===== config.mk =====
export PLATFORM = sky130hd
export DESIGN_NAME = ahb_lite_arbiter_2m
export DESIGN_NICKNAME = d
export VERILOG_FILES = /design/src/rtl/ahb_lite_arbiter_2m.sv
export SDC_FILE = /design/constraint.sdc
export NUM_CORES = 1
export LEC_CHECK = 0
export ABC_AREA = 0
export CORE_MARGIN = 10
export CORE_UTILIZATION = 43
export CTS_BUF_LIST = sky130_fd_sc_hd__clkbuf_16
export DETAILED_ROUTE_END_ITERATION = 8
export PLACE_DENSITY = 0.8
export SYNTH_ARGS = -nofsm -noshare
export SYNTH_HDL_FRONTEND = slang
export SYNTH_SLANG_ARGS = --single-unit

===== constraint.sdc =====
create_clock -name HCLK -period 2.2 [get_ports HCLK]
set_clock_uncertainty 0.2 [all_clocks]
set_input_delay 0.44 -clock HCLK [delete_from_list [all_inputs] [get_ports HCLK]]
set_output_delay 0.44 -clock HCLK [all_outputs]
set_load 0.005 [all_outputs]

===== src/rtl/ahb_lite_arbiter_2m.sv =====
// Two-requester front end for one AHB-Lite subordinate: round-robin arbitration,
// SINGLE transfers only, with per-requester grant/done pulses and read data.
module ahb_lite_arbiter_2m #(
  parameter int ADDR_WIDTH = 16,
  parameter int DATA_WIDTH = 32
) (
  input  logic                  HCLK,
  input  logic                  HRESETn,
  input  logic                  m0_req,
  input  logic [ADDR_WIDTH-1:0] m0_addr,
  input  logic                  m0_write,
  input  logic [2:0]            m0_size,
  input  logic [DATA_WIDTH-1:0] m0_wdata,
  input  logic                  m1_req,
  input  logic [ADDR_WIDTH-1:0] m1_addr,
  input  logic                  m1_write,
  input  logic [2:0]            m1_size,
  input  logic [DATA_WIDTH-1:0] m1_wdata,
  output logic                  m0_gnt,
  output logic                  m0_done,
  output logic [DATA_WIDTH-1:0] m0_rdata,
  output logic                  m0_err,
  output logic                  m1_gnt,
  output logic                  m1_done,
  output logic [DATA_WIDTH-1:0] m1_rdata,
  output logic                  m1_err,
  output logic                  HSEL,
  output logic [ADDR_WIDTH-1:0] HADDR,
  output logic                  HWRITE,
  output logic [2:0]            HSIZE,
  output logic [2:0]            HBURST,
  output logic [1:0]            HTRANS,
  output logic [DATA_WIDTH-1:0] HWDATA,
  input  logic [DATA_WIDTH-1:0] HRDATA,
  input  logic                  HREADY,
  input  logic                  HRESP
);
  typedef enum logic [1:0] {IDLE = 2'd0, ADDR = 2'd1, DATA = 2'd2} state_t;

  state_t                state;
  logic                  own;   // requester owning the transfer in flight
  logic                  last;  // requester served most recently
  logic                  win, any_req, done_now, launch;
  logic [DATA_WIDTH-1:0] wdata_q;

  assign HBURST   = 3'b000;
  assign any_req  = m0_req | m1_req;
  assign win      = (m0_req & m1_req) ? ~last : m1_req;
  assign done_now = (state == DATA) & HREADY;
  // Back-to-back: a completing data phase re-arbitrates in the same cycle.
  assign launch   = any_req & ((state == IDLE) | done_now);

  always_ff @(posedge HCLK or negedge HRESETn) begin
    if (!HRESETn) begin
      state    <= IDLE;
      own      <= 1'b0;
      last     <= 1'b1;
      wdata_q  <= '0;
      HSEL     <= 1'b0;
      HTRANS   <= 2'b00;
      HADDR    <= '0;
      HWRITE   <= 1'b0;
      HSIZE    <= 3'b000;
      HWDATA   <= '0;
      m0_gnt   <= 1'b0;
      m1_gnt   <= 1'b0;
      m0_done  <= 1'b0;
      m1_done  <= 1'b0;
      m0_err   <= 1'b0;
      m1_err   <= 1'b0;
      m0_rdata <= '0;
      m1_rdata <= '0;
    end else begin
      m0_gnt  <= 1'b0;
      m1_gnt  <= 1'b0;
      m0_done <= 1'b0;
      m1_done <= 1'b0;

      if (state == ADDR && HREADY) begin
        state  <= DATA;
        HSEL   <= 1'b0;
        HTRANS <= 2'b00;
        HWDATA <= wdata_q;
      end

      if (done_now) begin
        state <= IDLE;
        if (own) begin
          m1_done <= 1'b1;
          m1_err  <= HRESP;
          if (!HWRITE) m1_rdata <= HRDATA;
        end else begin
          m0_done <= 1'b1;
          m0_err  <= HRESP;
          if (!HWRITE) m0_rdata <= HRDATA;
        end
      end

      // HADDR/HWRITE/HSIZE double as the latched request fields.
      if (launch) begin
        state   <= ADDR;
        own     <= win;
        last    <= win;
        HSEL    <= 1'b1;
        HTRANS  <= 2'b10;
        if (win) begin
          m1_gnt  <= 1'b1;
          HADDR   <= m1_addr;
          HWRITE  <= m1_write;
          HSIZE   <= m1_size;
          wdata_q <= m1_wdata;
        end else begin
          m0_gnt  <= 1'b1;
          HADDR   <= m0_addr;
          HWRITE  <= m0_write;
          HSIZE   <= m0_size;
          wdata_q <= m0_wdata;
        end
      end
    end
  end
endmodule


==> results of run 1 <==
report_power, final:
part / switching, W / total, W / internal, W
clock network: 0.00116 / 0.00282 / 0.00166
logic: 0.00194 / 0.00540 / 0.00346
registers: 0.000838 / 0.00516 / 0.00432
sequential cells by signal (all words and copies together), names as in the netlist:
register  flops
m1_done       1
m1_err        1
own           1
m0_gnt        1
m1_rdata     32
HWRITE        1
m0_rdata     32
HSIZE         3
m0_err        1
wdata_q      32
m0_done       1
HWDATA       32
m1_gnt        1
state         2
HADDR        16
HTRANS        1
last          1
worst paths after layout:
path	startpoint	to	cells after the start	slack, ns
min	m0_rdata[13]	m0_rdata[13]	1	0.29
max	HWRITE	HWRITE	1	0.1
min in group asynchronous	HRESETn	HWDATA[15]	2	0.33
min reg2reg	m0_rdata[13]	m0_rdata[13]	1	0.29
max in group asynchronous	HRESETn	wdata_q[7]	3	0.82
max reg2reg	state[1]	HSIZE[1]	4	0.25
metal layers:
| metal | part of all wire | global-route usage |
|---|---|---|
| met1 | 0.39 | 0.222 |
| met2 | 0.47 | 0.307 |
| met3 | 0.13 | 0.106 |
| met4 | 0.010 | 0.0613 |
| met5 | 0.00064 | 0 |
final cells by class:
cell class | instances | area share
clock buffer | 17 | 0.0421
multi-input combinational | 277 | 0.230
tap | 188 | 0.0233
sequential | 159 | 0.394
antenna | 1 | 0.000248
clock inverter | 15 | 0.0142
inverter | 4 | 0.00149
timing repair buffer | 291 | 0.294
logic make-up (layout without fill, tap and decap cells):
| logic type | count (synthesis) | in the layout | share of synthesized area |
|---|---|---|---|
| buffers and inverters | 55 | 327 | 0.0462 |
| multiplexers | 98 | 98 | 0.168 |
| AND/OR/NAND/NOR | 118 | 118 | 0.0928 |
| other | 1 | 5 | 0.000570 |
| flip-flops | 159 | 159 | 0.605 |
| AO/OA/AOI/OAI | 57 | 57 | 0.0875 |
repair_timing:
item,CTS,global route
gates resized for setup,0,0
hold buffers,1,0
hold endpoints to repair,38,0
metrics by stage:
step	std cells	utilization
3_5_place_dp	918	0.631
4_1_cts	951	0.669
2_1_floorplan	491	-
3_3_place_gp	918	0.631
6_report	952	0.670
5_1_grt	951	0.669
placed cells by master, fill, tap and decap left out, types with 3 or more instances in the layout:
master           Yosys  layout
dfrtp_1            158     157
clkinv_1             0       4
conb_1               1       4
buf_12               0      10
clkinv_4             0       3
a221o_1             52      52
buf_4               12      15
clkdlybuf4s50_1      0     263
inv_1                4       4
nor4_1              52      52
clkbuf_16            0      17
mux2_1               8       8
nor2b_4              0       3
nand2_1             55      55
mux2_2              90      90
==> impl_metrics.py, run 1 <==
metrics = {
    "cells_and_area": {
        "multiInputGateArea_sq_um": 2330,
        "design_area_sq_um": 10100,
        "drive_gt1_frac": 0.202,
        "area_growth_pct": 53.6,
        "nets": 892,
        "fill_cells": 1052,
        "regArea_sq_um": 3980,
    },
    "synthesis": {
        "synthTopCellsByArea": "dfrtp_1 60%, mux2_2 15%, a221o_1 7.9%",
        "synth-async-reset-ratio": 1.00,
        "yosys.cell_count.top_type": "dfrtp_1",
        "yosys_warnings": 0,
        "ys_ff_latch": 159,
        "ys_types": 27,
        "netlist_instances": 488,
        "synth_edf_count": 0,
        "yosysTopAreaCellShare": 0.601,
        "ys.flop_type": "dfrtp_1",
        "avgSynthCellArea_sq_um": 13.5,
        "synth_common_cells": "158 x dfrtp_1, 90 x mux2_2, 55 x nand2_1",
        "synth_area_sq_um": 6580,
        "yosysTopAreaCell": "dfrtp_1",
        "ys_seq_area_frac": 0.605,
    },
    "worst_setup_path": {
        "cp.required_ns": 1.56,
        "critPathTopFamily": "buffers and inverters",
        "cp.arrival_ns": 1.46,
        "cp_num_buf_inv": 1,
        "startpoint_type": "flop",
        "cpPeakStageDelay_ns": 0.59,
        "path_class": "reg2out",
        "slowest_stage": "clkdlybuf4s50_1",
        "crit_fanout": 4,
        "crit_path_end_kind": "output port",
        "worstPathCellList": "clkdlybuf4s50_1",
    },
    "floorplan": {
        "io_pins": 270,
        "die_area_sq_um": 20600,
        "core_area_sq_um": 15100,
        "die_h_um": 144,
        "die_w_um": 144,
        "start_util": 0.436,
        "rows": 45,
    },
    "clocking": {
        "insertion_delay_ns": 0.42,
        "root_buffer": "clkbuf_16",
        "cts.sinks": 159,
        "clk_path_buf_depth": 2,
        "cts_max_level": 4,
        "cts_tree": "done",
        "cts_made_buffers": 17,
        "path_clk_slew_ns": 0.06,
        "post_cts_buffers": 0,
    },
    "sta": {
        "timing.hold.ws_ns": 0.294,
        "max_freq_mhz": 476,
        "finalCritPeriodShare": 0.955,
        "min_period_ns": 2.10,
        "slew_headroom": 0.670,
        "setup_viol": 0,
        "rsz0062_at_grt": "false",
        "report.final.slew_viol_count": 0,
        "hold_viol": 0,
        "worst_slew_pin_slew_ns": 0.490,
        "layout_setup_ws_ns": 0.0989,
        "tns_ns": 0,
    },
    "worst_hold_path": {
        "hold_class": "reg2reg",
    },
    "drt": {
        "ant_nets": 0,
        "drc": 0,
        "drt_iter0_drc": 211,
        "via_count": 5221,
        "firstDrtPassIters": 4,
        "routedWlPerCell_um": 21.5,
        "wl_um": 20400,
        "viasPerCell": 5.48,
    },
    "flow_run": {
        "drv_cap": 0,
    },
    "global_route": {
        "grt_pass1_vias": 5720,
        "grt_pass1_wl_um": 31100,
        "grt.overflow.total": 0,
        "antenna_found_initial": 2,
        "grt_start_max_net_pins": 55,
        "grt_usage": 0.195,
    },
    "run_status": {
        "status": "finished clean",
    },
    "placed_design": {
        "io_buffers": 265,
        "pre_cts_slack_ns": -0.276,
        "dpl-instance-area_sq_um": 9520,
        "hpwl_um": 15100,
        "routabilityCongestion": 0.792,
    },
    "power": {
        "power.total_w": 0.0134,
        "ir_drop_v": 0.000534,
        "power_density_nw_per_um2": 1320,
        "leakagePower_nw": 4.28,
    },
}
Power figures use the tool's default switching activity.
==> run 2, diff against run 1 <==
CAP_MARGIN = 5   (was default)
==> results of run 2 <==
Same layout as run 1: the final DEF is identical, and so are final timing and power.
